File: config.mk
export PLATFORM = sky130hd
export DESIGN_NAME = acl_src_filter
export DESIGN_NICKNAME = d
export VERILOG_FILES = /design/src/rtl/acl_src_filter.sv
export SDC_FILE = /design/constraint.sdc
export NUM_CORES = 1
export LEC_CHECK = 0
export CORE_MARGIN = 10
export CORE_UTILIZATION = 55
export CTS_BUF_LIST = sky130_fd_sc_hd__clkbuf_4 sky130_fd_sc_hd__clkbuf_8
export CTS_CLUSTER_SIZE = 40
export DETAILED_ROUTE_END_ITERATION = 10
export PLACE_DENSITY_LB_ADDON = 0.25
export SETUP_SLACK_MARGIN = 0.02
export SYNTH_ARGS = -nofsm -noshare
export SYNTH_HDL_FRONTEND = slang
export SYNTH_SLANG_ARGS = --single-unit
File: constraint.sdc
create_clock -name clk -period 8.71 [get_ports clk]
set_input_delay 0.871 -clock clk [delete_from_list [all_inputs] [get_ports clk]]
set_output_delay 0.871 -clock clk [all_outputs]
set_load 0.02 [all_outputs]
File: src/rtl/acl_src_filter.sv
// acl_src_filter: snoops the rx byte stream, captures each frame's source address and checks it against a blocklist.
// Latency: verdict (o_verdict_valid/o_fifo_invalid/o_match_idx) is registered, one cycle after the tlast beat.
// Backpressure: none; every valid beat is accepted, and idle (tvalid=0) cycles hold all state.
//
// Ports:
//   clk, rst                      clock and asynchronous active-high reset
//   i_rxd_tdata/tvalid/tlast      snooped stream (same bus as the FIFO write port)
//   i_rule_wr/idx/addr/en         blocklist entry write, takes effect on the next rising edge
//   o_fifo_invalid, o_verdict_valid, o_match_idx   one-cycle per-frame verdict
//   o_frame_cnt, o_drop_cnt       saturating status counters
module acl_src_filter #(
  parameter int DATA_W      = 8,
  parameter int NUM_RULES   = 4,
  parameter int ADDR_BYTES  = 6,
  parameter int ADDR_OFFSET = 6,
  parameter int CNT_W       = 16,
  localparam int IDX_W      = $clog2(NUM_RULES),
  localparam int AW         = 8 * ADDR_BYTES
) (
  input  logic              clk,
  input  logic              rst,
  input  logic [DATA_W-1:0] i_rxd_tdata,
  input  logic              i_rxd_tvalid,
  input  logic              i_rxd_tlast,
  input  logic              i_rule_wr,
  input  logic [IDX_W-1:0]  i_rule_idx,
  input  logic [AW-1:0]     i_rule_addr,
  input  logic              i_rule_en,
  output logic              o_fifo_invalid,
  output logic              o_verdict_valid,
  output logic [IDX_W-1:0]  o_match_idx,
  output logic [CNT_W-1:0]  o_frame_cnt,
  output logic [CNT_W-1:0]  o_drop_cnt
);

  // Byte counter spans 0 .. ADDR_OFFSET+ADDR_BYTES and saturates at the top.
  localparam int BC_TOP    = ADDR_OFFSET + ADDR_BYTES;
  localparam int BCW       = $clog2(BC_TOP + 1);
  localparam int CAP_LAST  = ADDR_OFFSET + ADDR_BYTES - 1;
  // Only meaningful when SKIP is reachable (ADDR_OFFSET >= 2).
  localparam int SKIP_LAST = (ADDR_OFFSET > 0) ? ADDR_OFFSET - 1 : 0;

  typedef enum logic [1:0] {
    IDLE    = 2'd0,
    SKIP    = 2'd1,
    CAPTURE = 2'd2,
    PAYLOAD = 2'd3
  } state_t;

  // Blocklist table
  logic [AW-1:0]        rule_addr_q [NUM_RULES];
  logic [NUM_RULES-1:0] rule_en_q;

  always_ff @(posedge clk or posedge rst) begin
    if (rst) begin
      for (int i = 0; i < NUM_RULES; i++) begin
        rule_addr_q[i] <= '0;
      end
      rule_en_q <= '0;
    end else if (i_rule_wr && (32'(i_rule_idx) < NUM_RULES)) begin
      rule_addr_q[i_rule_idx] <= i_rule_addr;
      rule_en_q[i_rule_idx]   <= i_rule_en;
    end
  end

  // Frame tracking and verdict state
  state_t              state_q, state_d;
  logic [BCW-1:0]      bcnt_q, bcnt_d;
  logic [AW-1:0]       cap_q, cap_d;
  logic                hit_q, hit_d;
  logic [IDX_W-1:0]    hidx_q, hidx_d;
  logic                vld_q, vld_d;
  logic                inv_q, inv_d;
  logic [IDX_W-1:0]    midx_q, midx_d;
  logic [CNT_W-1:0]    fcnt_q, fcnt_d;
  logic [CNT_W-1:0]    dcnt_q, dcnt_d;

  logic                capture_now;
  logic                cap_done;
  logic [AW-1:0]       cap_shift;
  logic                hit_c;
  logic [IDX_W-1:0]    hidx_c;
  logic                runt;
  logic                hit_eff;
  logic [IDX_W-1:0]    hidx_eff;

  // With a zero offset the first beat of a frame is already an address byte.
  assign capture_now = i_rxd_tvalid &&
                       ((state_q == CAPTURE) || ((state_q == IDLE) && (ADDR_OFFSET == 0)));
  assign cap_shift   = (cap_q << 8) | AW'(i_rxd_tdata);
  assign cap_done    = capture_now && (bcnt_q == BCW'(CAP_LAST));

  // Compare against the completed address using the table as it stands before
  // this edge, so a write landing on the same edge does not affect this frame.
  // Scanning downward lets the lowest matching index win.
  always_comb begin
    hit_c  = 1'b0;
    hidx_c = '0;
    for (int i = NUM_RULES - 1; i >= 0; i--) begin
      if (rule_en_q[i] && (rule_addr_q[i] == cap_shift)) begin
        hit_c  = 1'b1;
        hidx_c = IDX_W'(i);
      end
    end
  end

  // A frame ending on the beat that completes capture is not a runt; it uses
  // the live comparison instead of the stored one.
  assign runt     = (state_q != PAYLOAD) && !cap_done;
  assign hit_eff  = cap_done ? hit_c  : hit_q;
  assign hidx_eff = cap_done ? hidx_c : hidx_q;

  always_comb begin
    state_d = state_q;
    bcnt_d  = bcnt_q;
    cap_d   = cap_q;
    hit_d   = hit_q;
    hidx_d  = hidx_q;
    vld_d   = 1'b0;
    inv_d   = 1'b0;
    midx_d  = '0;
    fcnt_d  = fcnt_q;
    dcnt_d  = dcnt_q;

    if (i_rxd_tvalid) begin
      // Clearing on tlast makes the next frame's first beat index 0.
      if (i_rxd_tlast) begin
        bcnt_d = '0;
      end else if (bcnt_q != BCW'(BC_TOP)) begin
        bcnt_d = bcnt_q + BCW'(1);
      end

      if (capture_now) begin
        cap_d = cap_shift;
      end
      if (cap_done) begin
        hit_d  = hit_c;
        hidx_d = hidx_c;
      end

      case (state_q)
        IDLE: begin
          if (ADDR_OFFSET == 0) begin
            state_d = cap_done ? PAYLOAD : CAPTURE;
          end else if (ADDR_OFFSET == 1) begin
            state_d = CAPTURE;
          end else begin
            state_d = SKIP;
          end
        end
        SKIP: begin
          if (bcnt_q == BCW'(SKIP_LAST)) begin
            state_d = CAPTURE;
          end
        end
        CAPTURE: begin
          if (cap_done) begin
            state_d = PAYLOAD;
          end
        end
        default: begin
          state_d = state_q;
        end
      endcase

      if (i_rxd_tlast) begin
        state_d = IDLE;
        vld_d   = 1'b1;
        inv_d   = runt || hit_eff;
        midx_d  = (!runt && hit_eff) ? hidx_eff : '0;
        if (fcnt_q != {CNT_W{1'b1}}) begin
          fcnt_d = fcnt_q + CNT_W'(1);
        end
        if (inv_d && (dcnt_q != {CNT_W{1'b1}})) begin
          dcnt_d = dcnt_q + CNT_W'(1);
        end
      end
    end
  end

  always_ff @(posedge clk or posedge rst) begin
    if (rst) begin
      state_q <= IDLE;
      bcnt_q  <= '0;
      cap_q   <= '0;
      hit_q   <= 1'b0;
      hidx_q  <= '0;
      vld_q   <= 1'b0;
      inv_q   <= 1'b0;
      midx_q  <= '0;
      fcnt_q  <= '0;
      dcnt_q  <= '0;
    end else begin
      state_q <= state_d;
      bcnt_q  <= bcnt_d;
      cap_q   <= cap_d;
      hit_q   <= hit_d;
      hidx_q  <= hidx_d;
      vld_q   <= vld_d;
      inv_q   <= inv_d;
      midx_q  <= midx_d;
      fcnt_q  <= fcnt_d;
      dcnt_q  <= dcnt_d;
    end
  end

  assign o_verdict_valid = vld_q;
  assign o_fifo_invalid  = inv_q;
  assign o_match_idx     = midx_q;
  assign o_frame_cnt     = fcnt_q;
  assign o_drop_cnt      = dcnt_q;

endmodule

==> results of run 1 <==
sequential cells by signal, summed over array words and instances (netlist names), 2 cells and up:
signal,cells
bcnt_q,4
cap_q,40
hidx_q,2
o_drop_cnt,16
o_frame_cnt,16
o_match_idx,2
rule_addr_q,192
rule_en_q,4
state_q,2
worst paths after layout:
kind                       depth (start not counted)                            to  slack, ns
max                                                8     o_drop_cnt[1]$_DFFE_PP0P_       5.41
min                                                1         hidx_q[0]$_DFFE_PP0P_       0.47
max reg2reg                                        9     o_drop_cnt[1]$_DFFE_PP0P_       5.52
min reg2reg                                        1         hidx_q[0]$_DFFE_PP0P_       0.47
max in group asynchronous                          3  rule_addr_q[120]$_DFFE_PP0P_       6.53
min in group asynchronous                          2  rule_addr_q[142]$_DFFE_PP0P_       0.88
layout by cell type, fill, tap and decap left out, drive strengths merged, types with 2 or more instances in the layout:
master | netlist | layout
o21ai | 19 | 19
nand2 | 31 | 31
nor3 | 11 | 11
buf | 37 | 6
nor2b | 7 | 7
nor4 | 31 | 31
clkinv | 0 | 4
a2111o | 2 | 2
nor3b | 3 | 3
nand4 | 35 | 35
dfrtp | 281 | 281
mux2 | 231 | 231
a41oi | 2 | 2
nand2b | 3 | 3
or3 | 2 | 2
clkbuf | 34 | 76
nand3b | 3 | 3
and4 | 2 | 2
a221oi | 2 | 2
clkdlybuf4s50 | 0 | 99
nor2 | 19 | 19
xnor2 | 113 | 113
and3 | 10 | 10
o22ai | 3 | 3
ha | 9 | 9
o31ai | 2 | 2
nand3 | 17 | 17
inv | 26 | 26
xor2 | 91 | 91
per-layer routing:
metal  vias up  GRT usage  part of all wire
met2       281      0.336              0.48
met5         -          0                 0
met4         0     0.0774             0.034
met1      4301      0.270              0.43
li1       3768          -                 -
met3        66     0.0500             0.064
cell type report:
type	instances	area share
inverter	26	0.00680
clock buffer	76	0.0620
clock inverter	5	0.00324
multi-input combinational	664	0.380
timing repair buffer	105	0.0678
sequential	281	0.455
tap	319	0.0258
power groups by stage:
| stage | logic, mW | clock network, mW | registers (mW) |
|---|---|---|---|
| 2_1_floorplan | 0.940 | 0 | 1.79 |
| 3_3_place_gp | 1.16 | 0 | 1.96 |
| 3_5_place_dp | 1.17 | 0 | 1.98 |
| 4_1_cts | 1.18 | 1.25 | 1.96 |
| 5_1_grt | 1.26 | 1.32 | 2.00 |
| 6_report | 1.18 | 1.23 | 1.96 |
logic make-up (layout without fill, tap and decap cells):
| kind of cell | after synthesis | in the layout | synth area share |
|---|---|---|---|
| flip-flops | 281 | 281 | 0.528 |
| AO/OA/AOI/OAI | 43 | 43 | 0.0237 |
| buffers and inverters | 97 | 212 | 0.0327 |
| adder cells (fa/ha/maj) | 9 | 9 | 0.00845 |
| AND/OR/NAND/NOR | 176 | 176 | 0.0770 |
| multiplexers | 232 | 232 | 0.196 |
| XOR/XNOR | 204 | 204 | 0.134 |
==> metrics.txt, run 1 <==
outcome complete, no violations; Hold Crit Start hidx_q[0]$_DFFE_PP0P_; worst hold-check path type reg -> reg; Clock Skews roughly 0.011 ns; final hold violation count 0; P_int roughly 2.9 mW; Ys Warns 0; vias per cell 5.70; CP endpoint kind register; Total Die Area 30800 µm²; #FFs+latches synth about 280; Non-Filler Instances 1476; fin crit period 3.30 ns; Seq/Total Area, Yosys 0.528; Cell Area, Placed 14500 µm²; Sink Count around 280; fill count 1853; layout cell share with drive strength beyond 1 0.292; TritonCTS clock tree built; total CTS buffers 47; # IOs 100; RSZ-0062 raised after global routing no; 1st-pass router iterations 5; Initial Util 0.563; total power roughly 4.4 mW; max cap viols 0; maximum buffer depth of the clock tree 3; syn_area_per_cell around 13 µm²; Slew headroom 0.427; worst hold slack about 0.47 ns; Cells after DPL roughly 1400; Area contributors post-synth dfrtp_1, mux2_2, xnor2_1, xor2_1, nand4_1; Post-synth EDFFs 0; Crit Path Max Fanout 49; final setup fails 0; vias 8416; crit path DAT 3.74 ns; Post-synth ARST share 1.00; die extent in x approximately 180 µm; All-Layer GR Usage 0.209; max-slew violation count 0; power per cell area ~280 nW/µm²; sequential power share 0.448; # DRC 0; setup ws final approximately 5.4 ns; core footprint 23700 µm²; post-layout util 0.653; Worst Setup SP i_rxd_tvalid; syn_nets approximately 1100; Max rail drop VDD approximately 0.00019 V; wire per inst 22.1 µm; R2R Path Start state_q[0]$_DFFE_PP0P_; # rows 56; Combinational Power Share 0.270; sw frac 0.335; top cell type by total area after synthesis dfrtp_1; multi-input logic area 5870 µm²; leakage roughly 6.6 nW; Critical-path top delay cell nor3_1; antenna cell count 0; Reg clk slew, reported paths approximately 0.05 ns; largest net degree at the start of global routing roughly 160; Iter 0 DRT Violations 666; dpl ws roughly 4.8 ns; worst path cell trace clkdlybuf4s50_1 -> nand2_2 -> buf_4 -> nor3_1 -> nand3_1 -> o21ai_4 -> a31o_2 -> mux2_4; measured slew at the worst slew-check pin between 0.8 and 0.9 ns; number of global-route vias before repair around 8700; DP HPWL between 20000 and 25000 µm; Worst setup SP type input pin; slowest stage delay, CP between 0.5 and 0.6 ns; Storage cell area approximately 7000 µm²; root buffer cell clkbuf_8; initial antenna violation count 0; H-Tree Depth 2; Max Clk Rate approximately 300 MHz; GPL Wtd Cong 0.929; setup_tns 0 ns; Yosys top cell area share 0.528; critical path class in -> reg; worst-skew pair later-pin latency 0.56 ns; Setup Buffers After CTS 0; synth cell count leaders dfrtp_1, mux2_2, xnor2_1; drt total wl about 33000 µm; count leader, synth dfrtp_1; final instance area around 15000 µm²; # hold bufs at CTS 0; Post-Synthesis Cells 1042; first-pass GRT wire length 50300 µm; Tcrit/Tclk final 0.379; die height 176 µm; Synth Flop Type dfrtp_1; Worst Path Buf+Inv 2; delay-heaviest family, CP simple AND/OR/NAND/NOR gates; area grow syn2layout 16.1%; Req. time, crit path slightly above 9 ns; CTS resizes 0; GRT overflow 0; synthesized area around 13000 µm²; Nets around 1200; Antenna Violating Nets Remaining 0; net switching power figure roughly 1.5 mW; Clk pwr share 0.282; post-synth cell types 53; I/O Buffers 99
Note: power is estimated with default switching activity, not from simulation.
==> run 2: changes to the inputs <==
==> constraint.sdc (replaced) <==
create_clock -name clk -period 2.8 [get_ports clk]
set_input_delay 0.28 -clock clk [delete_from_list [all_inputs] [get_ports clk]]
set_output_delay 0.28 -clock clk [all_outputs]
set_load 0.02 [all_outputs]
==> run 2 against run 1 <==
Cell count rose by 3.0%. Via count rose by 2.4%. Critical path depth did not move. Final area rose by 3.1%. First-iteration DRC count fell by 0.75%. Combinational power rose to 3.5 times the previous value. Sequential share of layout area fell by 1.3 points. Count of clock-buffer cells in the layout rose by 5. Register-to-register slack got worse by 5.4 ns. Worst setup slack got worse by 5.3 ns. Core utilization rose by 2.0 points. Critical path type is now reg -> reg. Largest power group unchanged.
==> metrics.txt, run 2 (same netlist as run 1, synthesis figures left out) <==
Slew headroom 0.542 (was 0.427); # IOs 100 (unchanged); GPL Wtd Cong 0.995 (was 0.929); most frequent cells in the layout dfrtp_1, mux2_2, xnor2_1 (unchanged); H-Tree Depth 2 (unchanged); Nets 1239 (was 1198); number of flip-flops in the largest register 192 (unchanged); R2R depth 8 (was 9); vias 8619 (was 8416); final hold violation count 0 (unchanged); antenna cell count 0 (unchanged); critical path class reg -> reg (was in -> reg); total CTS buffers 46 (was 47); Largest Register rule_addr_q (unchanged); maximum buffer depth of the clock tree 3 (unchanged); Initial Util 0.563 (unchanged); Clock Skews 0.0195 ns (was 0.0110 ns); r2r endpoint o_drop_cnt[14]$_DFFE_PP0P_ (was o_drop_cnt[1]$_DFFE_PP0P_); largest registers rule_addr_q: 192 flops, cap_q: 40 flops (unchanged); GRT overflow 0 (unchanged); # DRC 0 (unchanged); max-slew violation count 0 (unchanged); measured slew at the worst slew-check pin 0.687 ns (was 0.859 ns); worst hold-check path type in -> async (was reg -> reg); most common cell after layout, fill and taps aside dfrtp_1 (unchanged); setup ws final 0.135 ns (was 5.41 ns); reg2reg setup slack 0.14 ns (was 5.52 ns); die height 176 µm (unchanged); area grow syn2layout 19.6% (was 16.1%); Antenna Violating Nets Remaining 0 (unchanged); Worst setup SP type register (was input pin); final instance area 15900 µm² (was 15500 µm²); number of global-route vias before repair 8906 (was 8671); slowest stage delay, CP 0.48 ns (was 0.57 ns); Reg clk slew, reported paths 0.06 ns (was 0.05 ns); leakage 6.85 nW (was 6.60 nW); max cap viols 0 (unchanged); # rows 56 (unchanged); All-Layer GR Usage 0.217 (was 0.209); root buffer cell clkbuf_8 (unchanged); Req. time, crit path 3.24 ns (was 9.15 ns); initial antenna violation count 0 (unchanged); fill count 1781 (was 1853); largest net degree at the start of global routing 85 (was 162); vias per cell 5.67 (was 5.70); layout cell share with drive strength beyond 1 0.334 (was 0.292); Iter 0 DRT Violations 661 (was 666); I/O Buffers 99 (unchanged); worst hold slack 0.136 ns (was 0.468 ns); final setup fails 0 (unchanged); first-pass GRT wire length 52400 µm (was 50300 µm); Total Die Area 30800 µm² (unchanged); DP HPWL 24400 µm (was 23000 µm); Critical-path top delay cell dfrtp_1 (was nor3_1); Tcrit/Tclk final 0.952; worst-skew pair later-pin latency 0.55 ns (was 0.56 ns); wire per inst 22.4 µm (was 22.1 µm); drt total wl 34000 µm (was 32600 µm); core footprint 23700 µm² (unchanged); crit path DAT 3.10 ns (was 3.74 ns); 1st-pass router iterations 5 (unchanged); Max Clk Rate around 380 MHz; Max rail drop VDD 0.000570 V (was 0.000193 V); # hold bufs at CTS 0 (unchanged); Crit Path Max Fanout 14 (was 49); TritonCTS clock tree built (unchanged); R2R Path Start cap_q[10]$_DFFE_PP0P_ (was state_q[0]$_DFFE_PP0P_); dpl ws -0.497 ns (was 4.85 ns); RSZ-0062 raised after global routing no (unchanged); Cell Area, Placed 14800 µm² (was 14500 µm²); worst path cell trace xor2_1 -> nor4_1 -> nand4_1 -> nor4_2 -> o21bai_4 -> o21ai_4 -> nor3_1 -> mux2_2 (was clkdlybuf4s50_1 -> nand2_2 -> buf_4 -> nor3_1 -> nand3_1 -> o21ai_4 -> a31o_2 -> mux2_4); CP endpoint kind register (unchanged); fin crit period approximately 2.7 ns; die extent in x 176 µm (unchanged); outcome complete, no violations (unchanged); Sink Count 281 (unchanged); power per cell area 879 nW/µm² (was 283 nW/µm²)
## run 2: layout make-up
class / count / area, µm² / area share
repair buffers: 147 / 1440 / 0.0903
clock buffers: 81 / 965 / 0.0605
inverters: 26 / 101 / 0.00636
multi-input cells: 664 / 5960 / 0.374
flip-flops and latches: 281 / 7040 / 0.442
clock inverters: 2 / 35.0 / 0.00220
well taps: 319 / 399 / 0.0250
## run 2: critical path: cells and delay by family (launching register included)
| kind | cells | cell delay, ns |
|---|---|---|
| mux | 1 | 0.35 |
| flops | 1 | 0.48 |
| simple gates | 4 | 1.11 |
| xor+xnor | 1 | 0.25 |
| compound gates | 2 | 0.37 |
## run 2: where the power goes
part           total, mW  switching (mW)  internal, mW
clock               3.82            1.58          2.24
combinational       4.17            2.09          2.08
sequential          6.03            1.07          4.96
total               14.0            4.74          9.27
## run 2: worst max path at each step
stage | startpoint | endpoint | slack [ns] | cells after the start
2_1_floorplan | rst | bcnt_q[0]$_DFFE_PP0P_ | -1.20 | 1
3_3_place_gp | i_rxd_tdata[4] | o_drop_cnt[14]$_DFFE_PP0P_ | -0.47 | 9
3_5_place_dp | i_rxd_tdata[4] | o_drop_cnt[14]$_DFFE_PP0P_ | -0.50 | 9
4_1_cts | cap_q[20]$_DFFE_PP0P_ | o_drop_cnt[14]$_DFFE_PP0P_ | 0.09 | 8
5_1_grt | cap_q[33]$_DFFE_PP0P_ | o_drop_cnt[2]$_DFFE_PP0P_ | 0.01 | 10
6_report | cap_q[10]$_DFFE_PP0P_ | o_drop_cnt[14]$_DFFE_PP0P_ | 0.14 | 8
## run 2: through the flow
stage	power, mW	cells	utilization	TNS [ns]
finish	14.0	1520	0.673	0
global route	14.6	1520	0.673	0
CTS	13.9	1514	0.668	0
detailed placement	10.1	1431	0.625	-6.96
global placement	9.97	1431	0.625	-6.23
floorplan	8.50	1042	-	-337.57
## run 2: what timing repair did
action | in CTS | in global routing
gates resized for setup | 3 | 18
pin swaps | 2 | 2
buffers inserted | 0 | 6
setup endpoints to repair | 18 | 11
## run 2: layer usage
metal  track usage  part of all wire
met1         0.290              0.44
met2         0.349              0.47
met3        0.0392             0.060
met4        0.0756             0.030
met5             0                 0
